$ cat src/rtl/tube_scan.sv
// ============================================================================
// tube_scan -- scanned N-digit common-anode seven-segment driver with
//              shadow registers and an anti-ghosting dead gap per digit slot.
// Optional feature macro: LEADING_ZERO_SUPPRESS_EN
// Revision: 1.0
// ============================================================================
`default_nettype none

module tube_scan #(
  parameter int DIGITS   = 8,
  parameter int SCAN_DIV = 1000,
  parameter int GAP      = 1
) (
  input  logic                  clk,
  input  logic                  rst,
  input  logic                  load,
  input  logic [4*DIGITS-1:0]   data_in,
  input  logic [DIGITS-1:0]     dp_in,
  input  logic [DIGITS-1:0]     blank_in,
  output logic [DIGITS-1:0]     digit_en,
  output logic [7:0]            segment_en,
  output logic                  frame_tick
);

  localparam int CW = $clog2(SCAN_DIV);
  localparam int IW = (DIGITS > 1) ? $clog2(DIGITS) : 1;
  localparam logic [CW-1:0] C_CNT_LAST = CW'(SCAN_DIV - 1);
  localparam logic [IW-1:0] C_IDX_LAST = IW'(DIGITS - 1);

  logic [CW-1:0]         cnt_q, cnt_d;
  logic [IW-1:0]         idx_q, idx_d;
  logic [4*DIGITS-1:0]   data_q;
  logic [DIGITS-1:0]     dp_q;
  logic [DIGITS-1:0]     blank_q;
  logic [DIGITS-1:0]     den_q, den_d;
  logic [7:0]            seg_q, seg_d;
  logic                  tick_q, tick_d;

  logic [DIGITS-1:0]     dark_mask;
  logic [3:0]            cur_nib;
  logic                  cur_dp;
  logic                  cur_dark;
  logic                  in_gap;
  logic                  slot_end;

  // Active-low hex font for segments a..g.
  function automatic logic [6:0] hex_glyph(input logic [3:0] v);
    case (v)
      4'h0: hex_glyph = 7'b0000001;
      4'h1: hex_glyph = 7'b1001111;
      4'h2: hex_glyph = 7'b0010010;
      4'h3: hex_glyph = 7'b0000110;
      4'h4: hex_glyph = 7'b1001100;
      4'h5: hex_glyph = 7'b0100100;
      4'h6: hex_glyph = 7'b0100000;
      4'h7: hex_glyph = 7'b0001111;
      4'h8: hex_glyph = 7'b0000000;
      4'h9: hex_glyph = 7'b0001100;
      4'hA: hex_glyph = 7'b0001000;
      4'hB: hex_glyph = 7'b1100000;
      4'hC: hex_glyph = 7'b1110010;
      4'hD: hex_glyph = 7'b1000010;
      4'hE: hex_glyph = 7'b0110000;
      default: hex_glyph = 7'b0111000;
    endcase
  endfunction

  always_comb begin
    dark_mask = blank_q;
`ifdef LEADING_ZERO_SUPPRESS_EN
    begin
      logic upper_zero;
      upper_zero = 1'b1;
      // Walk down from the most significant digit; digit 0 is never suppressed.
      for (int i = DIGITS - 1; i >= 1; i--) begin
        if (upper_zero && (data_q[4*i +: 4] == 4'h0) && !dp_q[i]) begin
          dark_mask[i] = 1'b1;
        end
        upper_zero = upper_zero && (data_q[4*i +: 4] == 4'h0);
      end
    end
`endif
  end

  always_comb begin
    cur_nib  = 4'h0;
    cur_dp   = 1'b0;
    cur_dark = 1'b1;
    for (int i = 0; i < DIGITS; i++) begin
      if (idx_q == IW'(i)) begin
        cur_nib  = data_q[4*i +: 4];
        cur_dp   = dp_q[i];
        cur_dark = dark_mask[i];
      end
    end
  end

  always_comb begin
    in_gap   = (32'(cnt_q) < 32'(GAP));
    slot_end = (cnt_q == C_CNT_LAST);

    cnt_d = slot_end ? '0 : cnt_q + CW'(1);
    idx_d = idx_q;
    if (slot_end) begin
      idx_d = (idx_q == C_IDX_LAST) ? '0 : idx_q + IW'(1);
    end

    den_d = '1;
    seg_d = 8'hFF;
    if (!in_gap && !cur_dark) begin
      for (int i = 0; i < DIGITS; i++) begin
        if (idx_q == IW'(i)) begin
          den_d[i] = 1'b0;
        end
      end
      seg_d = {hex_glyph(cur_nib), ~cur_dp};
    end

    tick_d = slot_end && (idx_q == C_IDX_LAST);
  end

  always_ff @(posedge clk) begin
    if (rst) begin
      cnt_q   <= '0;
      idx_q   <= '0;
      data_q  <= '0;
      dp_q    <= '0;
      blank_q <= '1;
      den_q   <= '1;
      seg_q   <= 8'hFF;
      tick_q  <= 1'b0;
    end else begin
      cnt_q  <= cnt_d;
      idx_q  <= idx_d;
      den_q  <= den_d;
      seg_q  <= seg_d;
      tick_q <= tick_d;
      if (load) begin
        data_q  <= data_in;
        dp_q    <= dp_in;
        blank_q <= blank_in;
      end
    end
  end

  assign digit_en   = den_q;
  assign segment_en = seg_q;
  assign frame_tick = tick_q;

endmodule

`default_nettype wire

$ cat config.mk
export PLATFORM = sky130hd
export DESIGN_NAME = tube_scan
export DESIGN_NICKNAME = d
export VERILOG_FILES = /design/src/rtl/tube_scan.sv
export SDC_FILE = /design/constraint.sdc
export NUM_CORES = 1
export LEC_CHECK = 0
export CAP_MARGIN = 20
export CORE_UTILIZATION = 40
export CTS_CLUSTER_DIAMETER = 150
export DETAILED_ROUTE_END_ITERATION = 6
export HOLD_SLACK_MARGIN = 0.03
export PLACE_DENSITY = 0.66
export SLEW_MARGIN = 20
export SYNTH_ARGS = -nofsm -noshare
export SYNTH_HDL_FRONTEND = slang
export SYNTH_SLANG_ARGS = --single-unit
$ cat constraint.sdc
create_clock -name clk -period 3.3 [get_ports clk]
set_clock_uncertainty 0.1 [all_clocks]
set_input_delay 0.33 -clock clk [delete_from_list [all_inputs] [get_ports clk]]
set_output_delay 0.33 -clock clk [all_outputs]
set_load 0.01 [all_outputs]
Yosys cells after proc, flatten, opt, wreduce, memory -nomap -nowiden
Memory sizes are Yosys's and may differ from the RTL's. A register that Yosys moved wholly into a read port is not among the register bits. Cells that the tools add are included.

Add/sub/neg operators: 2. Multiply operators: 0. Div/mod/pow operators: 0. $lt $le $gt $ge: 1. Eq/ne operators: 8. Shifts and indexed selects: 0. Muxes and demuxes: 33. Bitwise logic cells: 2. Reductions and logical operators: 7.

Operators with widths (count): $mux 4 (8); $mux 1 (24); $eq 3x3->1 const B (4); $add 10x1->10 const B (1); $eq 10x10->1 const B (1); $lt 10x1->1 const B (1); $eq 3x2->1 const B (2); $reduce_or 2->1 (2); $add 3x1->3 const B (1); $eq 3x1->1 const B (1); $logic_not 3->1 (1); $mux 3 (1); $logic_and 1x1->1 (2); $logic_not 1->1 (2); $not 1->1 (2).

Register bits after elaboration: 78. Latch bits: 0. Memory bits (writable): 0. ROM bits: 112. Output and inout bits: 17. Logic and storage cells: 62. Memories: 1.

Memories: (name not given) (depth 16, width 7, read ports 1, clocked after Yosys merged registers in 1, write ports 0, line 48) `case (v)`.

Longest topological paths before layout
Depth in word-level cells: 13. Depth in mapped cells: 15. Gate-level depth less buffers: 12.

Worst setup path before layout
OpenSTA, ideal clock, no wires.

Path kind: register to register. From: register idx_q[2]. To: register seg_q[4], in the netlist segment_en[4]. Library setup time: 84 ps. Arrival time: 2718 ps. Path slack: 398 ps. Stages on the path, launching flop included: 16. Buffers on the path: 3. Clock period less this slack: 2902 ps. Cells stage by stage: dfxtp_1 > buf_6 > buf_2 > inv_1 > ha_1 > buf_2 > nor2b_1 > a221oi_1 > o311ai_1 > a22oi_1 > o22ai_1 > ha_1 > inv_1 > nor2_1 > a211oi_2 > o31ai_2.

Cells in the longest elaborated chain, start to end: 13.

Ends and longest elaborated chain: start, declared (line 31) `logic [IW-1:0] idx_q, idx_d;`; start signal, assigned (line 134) `idx_q <= idx_d;`; $logic_not 3->1 (line 90) `if (idx_q == IW'(i)) begin`; $mux 1 (8 in a row) (line 90); $logic_not 1->1 (line 110) `if (!in_gap && !cur_dark) begin`; $logic_and 1x1->1 (line 110); $not 1->1 (no source line); $reduce_or 2->1 (no source line); end, declared (line 36) `logic [7:0] seg_q, seg_d;`.

Several ways; a longest one is shown, not always the timed one. A chain may end at the register's enable or synchronous reset.

Final worst setup path
From: register idx_q[0]. To: register seg_q[4], in the netlist segment_en[4].

The elaborated chain is that of the path after synthesis.

==> summary.md <==
| Metric | Value |
|---|---|
| Die area | `0.00942 sq mm` |
| Worst Path Required | `3.47 ns` |
| Clk sinks | `78` |
| Multi-input gate area | `0.00185 sq mm` |
| Die Width | `97.0 um` |
| Gr usage total | `approximately 18%` |
| Nets | `520` |
| HPWL after DPL | `a little under 6000 um` |
| Number of I/O pins | `between 60 and 70` |
| Crit. End Element | `flop` |
| Largest family of logic cells by synthesized area | `simple AND/OR/NAND/NOR gates` |
| Fin crit period | `3.06 ns` |
| Fill cell count | `~830` |
| TritonCTS clock tree | `yes` |
| First-pass GRT wire length | `13700 um` |
| TritonCTS buffer count | `9` |
| Initial antenna violation count | `0` |
| Worst setup SP type | `flop` |
| DIE HEIGHT | `97.0 um` |
| P_leak | `around 1.8 nW` |
| Cell-internal power | `between 1 and 1.5 mW` |
| Clk_lat worst skew | `between 0.3 and 0.4 ns` |
| EDFF count, synth | `0` |
| Synth async-reset ratio | `0%` |
| Max incr delay on CP | `0.41 ns` |
| Post-synthesis sequential area ratio | `43.2%` |
| Maximum clock path buffer count | `2` |
| Outcome | `finished, final reports clean` |
| Post-CTS Hold Buffers | `0` |
| Cell count after synthesis | `slightly below 400` |
| Initial core utilization | `between 40% and 50%` |
| Post-route DRC | `0` |
| Post-route ant nets | `0` |
| CP max stage cell | `dfxtp_1` |
| Place WS | `about 0.34 ns` |
| Data arrival, critical path | `3.23 ns` |
| Part of the power in registers | `54.4%` |
| Synth Cell Area | `0.00361 sq mm` |
| Unrepaired setup endpoints after global routing | `no` |
| Net Sw Power | `0.461 mW` |
| First-pass DRT Iterations | `4` |
| Worst path setup slack after routing | `about 0.24 ns` |
| Xor/xnor share of the synthesized area | `1.94%` |
| Final Setup Violations | `0` |
| Adder-cell share of the synthesized area | `5.19%` |
| Synth Warn # | `0` |
| Detailed Route WL | `between 8000 and 9000 um` |
| Overflow after GRT | `0` |
| Port bufs | `67` |
| Main flop type after synthesis | `dfxtp_1` |
| Post-CTS setup repair buffer count | `0` |
| CTS H-tree lvls | `3` |
| # Max-Cap Violations | `0` |
| Combinational power share | `between 10% and 20%` |
| Slew of the pin with the lowest slew margin | `1.03 ns` |
| CTS Root Cell | `clkbuf_8` |
| Post-CTS resize count | `0` |
| Worst Path Max Fanout | `8` |
| PD cells | `between 400 and 500 mW/mm^2` |
| WS Path Type | `flop to flop` |
| Peak VDD IR | `between 0.15 and 0.2 mV` |
| Post-synthesis average cell area | `9.22 sq um` |
| Most Frequent Cell on Critical Path | `inv_1` |
| Vias in the first global route | `2762` |
| Routed vias/inst | `5.08` |
| Post-layout util | `51.9%` |
| Relative slew slack | `a little under a third` |
| Post-synthesis mux area share | `between 10% and 20%` |
| Switching share of power | `between 20% and 30%` |
| Worst-path cell chain | `inv_1 -> ha_1 -> and2b_1 -> a221oi_1 -> o2111ai_1 -> nand2_1 -> inv_1 -> ha_1 -> inv_1 -> nor2_1 -> a211oi_2 -> o31ai_2` |
| Largest net degree at the start of global routing | `57` |
| Layout cell share with drive strength beyond 1 | `8.50%` |
| Clock Power Share | `33.7%` |
| Total number of vias | `2881` |
| Area Overhead vs Synth | `25.2%` |
| Synth unique cells | `49` |
| Hold path cells | `3` |
| Wire per inst | `14.6 um` |
| Final Hold Fails | `0` |
| Number of core rows | `34` |
| Core area | `between 0.008 and 0.009 sq mm` |
| DP Area | `0.00435 sq mm` |
| Max frequency | `0.326 GHz` |
| Compound-Gate Fraction of Synth Area | `between 10% and 20%` |
| Placer Congestion | `0.865` |
| ANT cells | `0` |
| Register area | `0.00156 sq mm` |
| Worst Reg-to-Reg Cells | `12` |
| Hold crit path type | `input pin to flop` |
| Worst hold margin | `0.355 ns` |
| Setup_tns | `0 ns` |
| Fin crit share | `92.8%` |
| Final Max Tran Viols | `0` |
| Initial DRC Count | `around 170` |
| Syn Nets | `458` |
| Post-Synth Simple-Gate Area | `between 10% and 20%` |
| Clock transition at path regs | `~0.08 ns` |
| Post-route cell area | `0.00452 sq mm` |
| Yosys reg bits | `78` |
## placed cells by master, fill, tap and decap left out, types with 3 or more instances in the layout
master and n:
nand2b_1 4, o21ai_1 4, buf_4 11, a211oi_2 4, clkinvlp_4 3, xor2_1 4, clkinv_2 3, xnor2_1 4
and2_1 6, clkdlybuf4s50_1 65, a211o_1 9, a21oi_1 12, nand3_1 8, ha_1 15, clkbuf_8 10, nor2_1 64
o21ai_0 7, nand3b_1 4, dfxtp_1 78, nor3_1 5, mux2i_1 46, o211ai_1 3, inv_1 15, o311ai_1 3
nand2_1 26, nor2b_1 9, a221oi_1 3
## worst paths after layout
path | startpoint | to | slack (ns)
setup / recovery | idx_q[0] | segment_en[4] | 0.24
hold / removal | load | data_q[25] | 0.36
setup reg to reg | idx_q[0] | segment_en[4] | 0.24
hold reg to reg | cnt_q[0] | cnt_q[0] | 0.37
## worst max-delay path, delay by kind of cell, from the launching register on
kind | cells | cell delay (ns)
AOI/OAI and AO/OA | 4 | 0.83
adders and majority gates | 2 | 0.66
buffers and inverters | 3 | 0.29
DFF | 1 | 0.41
and+or+nand+nor | 3 | 0.70
## sequential cells by signal, summed over array words and instances (netlist names)
name / count
data_q: 32
cnt_q: 10
blank_q: 8
digit_en: 8
dp_q: 8
segment_en: 8
idx_q: 3
frame_tick: 1
## kinds of logic after synthesis
family,count (synthesis)
compound gates,68
flops,78
xor+xnor,8
mux,46
fa+ha+maj,15
buf+inv,42
simple gates,135
## Yosys cell counts (3+ instances only)
cell type / count / area, sq um
and2_1: 6 / 37.5
a211o_1: 9 / 78.8
nand2_1: 26 / 97.6
xor2_1: 4 / 35.0
ha_1: 15 / 188
buf_1: 3 / 11.3
o311ai_1: 3 / 26.3
a21oi_1: 12 / 60.1
inv_1: 15 / 56.3
buf_4: 3 / 22.5
o21ai_1: 4 / 20.0
nor3_1: 5 / 25.0
mux2i_1: 46 / 460
a221oi_1: 3 / 26.3
o211ai_1: 3 / 22.5
nor2b_1: 9 / 56.3
nand3b_1: 4 / 30.0
xnor2_1: 4 / 35.0
nor2_1: 64 / 240
clkbuf_1: 7 / 26.3
a211oi_2: 4 / 50.1
nand2b_1: 4 / 25.0
buf_2: 12 / 60.1
dfxtp_1: 78 / 1560
nand3_1: 8 / 40.0
o21ai_0: 7 / 35.0
## stage by stage
step | total power, mW | instances
6_report | 1.86 | 567
5_1_grt | 1.94 | 567
4_1_cts | 1.88 | 567
3_5_place_dp | 1.25 | 551
3_3_place_gp | 1.25 | 551
2_1_floorplan | 1.15 | 392
## layer usage
metal  GRT usage, %  share of wire [%]  wire length (um)
met2           29.4                 46              3840
met1           23.3                 47              3920
met4           7.58                1.9               159
met3           3.76                4.3               352
met5              0                  0                 0
## power by group through the flow
stage / combinational [mW] / sequential [mW] / clock, mW
4_1_cts: 0.223 / 1.01 / 0.648
3_3_place_gp: 0.215 / 1.03 / 0
3_5_place_dp: 0.220 / 1.03 / 0
5_1_grt: 0.242 / 1.02 / 0.681
6_report: 0.221 / 1.01 / 0.626
2_1_floorplan: 0.129 / 1.02 / 0
## cell type report
class | count | area share [%]
clock buffers | 10 | 3.04
clock inverters | 6 | 0.830
inverters | 15 | 1.24
multi-input cells | 272 | 41.0
flip-flops and latches | 78 | 34.5
well taps | 108 | 2.99
repair buffers | 78 | 16.4
Note: power is estimated with default switching activity, not from simulation.
